[src/rtl/ram_fifo_ctrl.sv]
// Stream FIFO sequencer around a 1R1W registered-read RAM, with a 2-entry output skid buffer.
// Define RAM_FIFO_LEVEL_EN to add the level / almost_full status outputs.
module ram_fifo_ctrl #(
    parameter int DATA_W = 8,
    parameter int ADDR_W = 4,
    parameter int DEPTH  = 2 ** ADDR_W
) (
    input  logic              clk,
    input  logic              rst_n,
    input  logic              s_valid,
    output logic              s_ready,
    input  logic [DATA_W-1:0] s_data,
    output logic              m_valid,
    input  logic              m_ready,
    output logic [DATA_W-1:0] m_data,
    output logic              ram_we,
    output logic [ADDR_W-1:0] ram_waddr,
    output logic [DATA_W-1:0] ram_wdata,
    output logic              ram_re,
    output logic [ADDR_W-1:0] ram_raddr,
    input  logic [DATA_W-1:0] ram_rdata
`ifdef RAM_FIFO_LEVEL_EN
    ,
    output logic [ADDR_W+1:0] level,
    output logic              almost_full
`endif
);

    localparam logic [ADDR_W-1:0] LP_LAST  = ADDR_W'(DEPTH - 1);
    localparam logic [ADDR_W:0]   LP_DEPTH = (ADDR_W + 1)'(DEPTH);

    logic [ADDR_W-1:0] r_wptr;
    logic [ADDR_W-1:0] r_rptr;
    logic [ADDR_W:0]   r_mem_cnt;
    logic              r_rd_pend;
    logic [1:0]        r_ob_cnt;
    logic [DATA_W-1:0] r_head;
    logic [DATA_W-1:0] r_tail;
    logic              r_s_ready;

    logic              w_push;
    logic              w_pop;
    logic              w_re;
    logic [1:0]        w_keep;
    logic [1:0]        w_ob_cnt_next;
    logic [ADDR_W:0]   w_mem_cnt_next;
    logic [ADDR_W-1:0] w_wptr_inc;
    logic [ADDR_W-1:0] w_rptr_inc;
    logic [DATA_W-1:0] w_head_next;
    logic [DATA_W-1:0] w_tail_next;

    assign w_push = s_valid & r_s_ready;
    assign w_pop  = (r_ob_cnt != 2'd0) & m_ready;

    // Skid entries still held after this cycle's pop.
    assign w_keep = r_ob_cnt - {1'b0, w_pop};

    // Only issue a read if the skid can take it once it lands, counting the one in flight.
    assign w_re          = (r_mem_cnt != '0) && ((w_keep + {1'b0, r_rd_pend}) < 2'd2);
    assign w_ob_cnt_next = w_keep + {1'b0, r_rd_pend};

    assign w_wptr_inc = (r_wptr == LP_LAST) ? '0 : r_wptr + 1'b1;
    assign w_rptr_inc = (r_rptr == LP_LAST) ? '0 : r_rptr + 1'b1;

    always_comb begin
        w_mem_cnt_next = r_mem_cnt;
        if (w_push && !w_re) begin
            w_mem_cnt_next = r_mem_cnt + 1'b1;
        end else if (!w_push && w_re) begin
            w_mem_cnt_next = r_mem_cnt - 1'b1;
        end
    end

    always_comb begin
        w_head_next = w_pop ? r_tail : r_head;
        w_tail_next = r_tail;
        if (r_rd_pend) begin
            if (w_keep == 2'd1) begin
                w_tail_next = ram_rdata;
            end else begin
                w_head_next = ram_rdata;
            end
        end
    end

    always_ff @(posedge clk or negedge rst_n) begin
        if (!rst_n) begin
            r_wptr    <= '0;
            r_rptr    <= '0;
            r_mem_cnt <= '0;
            r_rd_pend <= 1'b0;
            r_ob_cnt  <= 2'd0;
            r_head    <= '0;
            r_tail    <= '0;
            r_s_ready <= 1'b0;
        end else begin
            if (w_push) begin
                r_wptr <= w_wptr_inc;
            end
            if (w_re) begin
                r_rptr <= w_rptr_inc;
            end
            r_mem_cnt <= w_mem_cnt_next;
            r_rd_pend <= w_re;
            r_ob_cnt  <= w_ob_cnt_next;
            r_head    <= w_head_next;
            r_tail    <= w_tail_next;
            r_s_ready <= (w_mem_cnt_next < LP_DEPTH);
        end
    end

    assign s_ready   = r_s_ready;
    assign m_valid   = (r_ob_cnt != 2'd0);
    assign m_data    = r_head;
    assign ram_we    = w_push;
    assign ram_waddr = r_wptr;
    assign ram_wdata = s_data;
    assign ram_re    = w_re;
    assign ram_raddr = r_rptr;

`ifdef RAM_FIFO_LEVEL_EN
    logic [ADDR_W+1:0] r_level;
    logic              r_almost_full;
    logic [ADDR_W+1:0] w_level_next;

    assign w_level_next = {1'b0, w_mem_cnt_next} + (ADDR_W + 2)'(w_ob_cnt_next)
                        + (ADDR_W + 2)'(w_re);

    always_ff @(posedge clk or negedge rst_n) begin
        if (!rst_n) begin
            r_level       <= '0;
            r_almost_full <= 1'b0;
        end else begin
            r_level       <= w_level_next;
            r_almost_full <= (w_level_next >= (ADDR_W + 2)'(DEPTH - 1));
        end
    end

    assign level       = r_level;
    assign almost_full = r_almost_full;
`endif

endmodule

[config.mk]
export PLATFORM = sky130hd
export DESIGN_NAME = ram_fifo_ctrl
export DESIGN_NICKNAME = d
export VERILOG_FILES = /design/src/rtl/ram_fifo_ctrl.sv
export SDC_FILE = /design/constraint.sdc
export NUM_CORES = 1
export LEC_CHECK = 0
export CORE_UTILIZATION = 51
export DETAILED_ROUTE_END_ITERATION = 8
export PLACE_DENSITY = 0.84
export RECOVER_POWER = 25
export SLEW_MARGIN = 15
export SYNTH_ARGS = -nofsm -noshare
export SYNTH_HDL_FRONTEND = slang
export SYNTH_SLANG_ARGS = --single-unit
[constraint.sdc]
create_clock -name clk -period 5.9 [get_ports clk]
set_input_delay 1.18 -clock clk [delete_from_list [all_inputs] [get_ports clk]]
set_output_delay 1.18 -clock clk [all_outputs]
set_load 0.05 [all_outputs]
==> results.toml, run 1 <==
[yosys]
synth_fp_nets = 171
yosysTopAreaCell = "dfrtp_1"
synthSimpleGateAreaFrac = 0.0824
muxShareOfSynthArea = 0.184
yosys_warnings = 0
synth_compound_area_frac = 0.102
seq_area_frac_synth = 0.473
synthArstFlopShare = 1.00
synth.distinct_cells = 43
synth-xor-area-share = 0.0330
synth_top_family_by_area = "multiplexers"
avgSynthCellArea_um2 = 12.2
synth-edff-count = 0
ys_ff_latch = 33
synthFlopType = "dfrtp_1"
synthesis.area_um2 = 1750
synthCells = 143
yosys-top-cells-area = "dfrtp_1, mux2_2, ha_1"
synthAdderAreaFrac = 0.0573
synth_top_area_frac = 0.473

[global_routing]
grt_max_degree = 34
grt-ovfl-total = 0
grt_pass1_wl_um = 5180
antenna_found_initial = 0
grt_pass1_vias = 1164
track_usage = 0.199

[setup_path]
ff2ff_path_depth = 12
crit_chain = "clkdlybuf4s50_1 -> o21ai_2 -> inv_1 -> ha_1 -> inv_1 -> ha_1 -> xnor3_1 -> and2_4 -> clkdlybuf4s50_1"
cp-startpoint = "m_ready"
max_stage_delay_ns = 0.81
reg2reg_to = "r_mem_cnt[3]"
r2r_start = "r_ob_cnt[1]"
critical-path-top-delay-family = "buffers and inverters"
path_max_fanout = 9
crit_arrival_ns = 3.84
cpMaxStageDelayCell = "clkdlybuf4s50_1"
critPathRequiredTime_ns = 4.72
path_class = "input pin to output pin"
r2r_slack_ns = 2.51
endpoint_kind = "output pin"
path_buf_inv = 4
endpoint = "ram_re"
crit_cells = 9
start_kind = "input pin"

[cts]
cts_buffer_depth = 2
h-tree-depth = 2
cts_tree = "built"
cts_resized = 0
cts_made_buffers = 5
clkTransAtPathRegs_ns = 0.10
post_cts_buffers = 0
cts-root-buf = "clkbuf_4"
ctsHoldBuffers = 0
insertion_delay_ns = 0.34
cts_sinks = 33

[drt]
dr.pass1.iters = 6
avgViaCountPerCell = 5.42
routedWlPerCell_um = 15.0
drt_iter0_drc = 20
vias = 1170
drc_errors = 0
wirelength_um = 3250
detail-route-antenna-nets = 0

[timing]
worst_slew_pin_slew_ns = 1.74
rsz0062_at_grt = "no"
holdWs_ns = 0.512
setup-tns-final_ns = 0
max_freq_mhz = 199
fin_ws_ns = 0.880
setup_viol = 0
fin_crit_ns = 5.02
worst_clock_skew_ns = 0.00955
final-hold-violation-count = 0
max-slew-margin-rel = -0.158
drv_slew = 34
min_period_over_period = 0.851

[run_status]
status = "finished with violations"
violations = "capacitance limit, slew limit"

[final_layout]
drive_gt1_frac = 0.262
mostFrequentLayoutCell = "dfrtp_1"
fin_nets = 199
final_cell_mix = "dfrtp_1, clkdlybuf4s50_1, mux2_2"
n_antenna_cell = 0
area_delta_synth_final_pct = 19.6

[placed_design]
gp_congestion = 0.855
place_ws_ns = 0.874
dp_hpwl_um = 2350
port_buffers = 31

[floorplanning]
die-width_um = 60.5
pin_count = 48
die_y_um = 60.5
start_util = 0.554
num_rows = 20
die_area_um2 = 3660
core_area_um2 = 3150

[min_path]
worstHoldPathType = "flop to flop"

[flow_run]
maxCapViolations = 1
## flip-flops by register name (all words and copies together), names as in the netlist, named ones only
name       count
ram_waddr      4
ram_raddr      4
r_rd_pend      1
r_mem_cnt      4
s_ready        1
r_ob_cnt       2
m_data         8
r_tail         8
## layout make-up
type / instances / area (um2)
Fill cell: 254 / 1060
Multi-Input combinational cell: 88 / 801
Inverter: 11 / 41.3
Clock buffer: 6 / 41.3
Tap cell: 44 / 55.1
Timing Repair Buffer: 32 / 314
Sequential cell: 33 / 826
Clock inverter: 2 / 10.0
## per-layer routing
metal	vias to the layer above	GRT usage	part of all wire
li1	559	-	-
met1	564	0.219	0.41
met2	36	0.344	0.51
met3	11	0.0682	0.058
met4	0	0.0942	0.021
met5	-	0	0
## cell usage after synthesis, types with 2 or more instances
library cell and number:
dfrtp_1 33, mux2_2 25, inv_1 11, buf_4 8, ha_1 8, nand2_1 6, nand3_1 4, nor2_1 3
o21ai_0 3, a21o_1 2, a31oi_1 2, clkbuf_1 2, mux2_4 2, o21ai_2 2, or2_2 2, xnor2_1 2
xor2_1 2
## logic make-up after synthesis
kind of cell    count (synthesis)
buf+inv                        22
flops                          33
fa+ha+maj                       8
compound gates                 23
xor+xnor                        5
mux                            28
simple gates                   24
## worst min-delay path by stage
stage               from        end  depth (start not counted)
2_1_floorplan  r_tail[0]  r_tail[0]                          1
3_3_place_gp   r_tail[6]  r_tail[6]                          1
3_5_place_dp   r_tail[0]  r_tail[0]                          1
4_1_cts        r_tail[0]  r_tail[0]                          1
5_1_grt        r_tail[3]  r_tail[3]                          1
6_report       r_tail[0]  r_tail[0]                          1
## per-stage QoR
step,util,cells,area (um2)
6_report,0.662,216,2090
5_1_grt,0.662,216,2090
2_1_floorplan,-,143,1750
3_5_place_dp,0.647,208,2040
3_3_place_gp,0.647,208,2040
4_1_cts,0.663,216,2090
Power of run 1 is left out: the tool's default activity adds up to more than one toggle a clock period on the data nets, which glitch-free logic cannot reach.
==> inputs of run 2 (changes only) <==
--- a/config.mk
+++ b/config.mk
@@ -7,7 +7,8 @@
 export LEC_CHECK = 0
 export CORE_UTILIZATION = 51
 export DETAILED_ROUTE_END_ITERATION = 8
-export PLACE_DENSITY = 0.84
+export HOLD_SLACK_MARGIN = 0.15
+export PLACE_DENSITY = 0.8
 export RECOVER_POWER = 25
 export SLEW_MARGIN = 15
 export SYNTH_ARGS = -nofsm -noshare
==> results.toml, run 2 (synthesized netlist as in run 1, its figures left out) <==
[drt]
wirelength_um = 3050
wl_met3_um = 154
avgViaCountPerCell = 5.50
dr.pass1.iters = 4
drc_errors = 0
routedWlPerCell_um = 14.1
wl_met2_um = 1550
top_layer_used = "met4"
vias = 1187
drt_iter0_drc = 43
wl_met1_um = 1290
detail-route-antenna-nets = 0

[run_status]
status = "finished with violations"
violations = "capacitance limit, slew limit"

[cts]
ctsHoldBuffers = 0
insertion_delay_ns = 0.34
h-tree-depth = 2
cts_sinks = 33
post_cts_buffers = 0
cts_tree = "built"
cts_resized = 0
cts_made_buffers = 5
clkTransAtPathRegs_ns = 0.10
cts-root-buf = "clkbuf_4"
cts_buffer_depth = 2

[floorplanning]
core_area_um2 = 3150
die_area_um2 = 3660
start_util = 0.554
num_rows = 20
pin_count = 48
die_y_um = 60.5
die-width_um = 60.5

[timing]
max_freq_mhz = 201
worst_clock_skew_ns = 0.0134
final-hold-violation-count = 0
max-slew-margin-rel = -0.122
fin_ws_ns = 0.925
fin_crit_ns = 4.97
min_period_over_period = 0.843
worst_slew_pin_slew_ns = 1.68
drv_slew = 34
setup-tns-final_ns = 0
setup_viol = 0
rsz0062_at_grt = "no"

[final_layout]
drive_gt1_frac = 0.262
n_antenna_cell = 0
fin_nets = 199
mostFrequentLayoutCell = "dfrtp_1"
area_delta_synth_final_pct = 21.5
final.fill_count = 239
final_cell_mix = "dfrtp_1, clkdlybuf4s50_1, mux2_2"
post-route-util = 0.673

[setup_path]
critPathRequiredTime_ns = 4.72
path_class = "input pin to output pin"
crit_arrival_ns = 3.79
start_kind = "input pin"
path_max_fanout = 9
endpoint_kind = "output pin"

[placed_design]
port_buffers = 31
dp_hpwl_um = 2230
place_ws_ns = 0.914
gp_congestion = 0.789

[min_path]
worstHoldPathType = "flop to flop"

[global_routing]
grt_max_degree = 34
grt-ovfl-total = 0
track_usage = 0.195
grt_pass1_vias = 1165
antenna_found_initial = 0
grt_pass1_wl_um = 5080

[flow_run]
maxCapViolations = 1
-- run 2: changes by cell type in the layout (fill, tap and decap cells not counted), sizes merged --
cell / change
clkinv: -2
bufinv: +1
clkbuf: +1
-- run 2: path summary, 6_finish.rpt --
| kind | startpoint | end | slack (ns) | depth (start not counted) |
|---|---|---|---|---|
| hold / removal | r_tail[4] | r_tail[4] | 0.51 | 1 |
| setup / recovery | m_ready | ram_re | 0.93 | 9 |
| max in group asynchronous | rst_n | ram_raddr[1] | 3.12 | 2 |
| setup reg to reg | r_ob_cnt[1] | r_mem_cnt[3] | 2.54 | 12 |
| hold reg to reg | r_tail[4] | r_tail[4] | 0.51 | 1 |
| min in group asynchronous | rst_n | r_tail[1] | 1.80 | 2 |
-- run 2: metrics by stage --
step           instances  cell area [um2]  hold WS (ns)
5_1_grt              216             2120         0.539
3_5_place_dp         208             2040         0.492
3_3_place_gp         208             2040         0.485
2_1_floorplan        143             1750         0.477
4_1_cts              216             2130         0.511
6_report             216             2120         0.513
-- run 2: final cells by class --
cell class                 instances  area [um2]  share of cell area
inverter                          11        41.3              0.0195
sequential                        33         826               0.389
tap                               44        55.1              0.0259
clock buffer                       7        55.1              0.0259
multi-input combinational         88         801               0.377
timing repair buffer              32         314               0.148
clock inverter                     1        30.0              0.0142
-- run 2: critical path, stage by stage --
cell             delay, ns
clkdlybuf4s50_1       0.42
o21ai_2               0.19
inv_1                 0.12
ha_1                  0.37
inv_1                 0.07
ha_1                  0.18
xnor3_1               0.26
and2_4                0.21
clkdlybuf4s50_1       0.81
-- run 2: routing by layer --
layer  vias up  global-route usage
met5         -                   0
met3         9              0.0618
li1        562                   -
met1       578               0.213
met4         0              0.0877
met2        38               0.345
Power of run 2 is left out for the same reason.
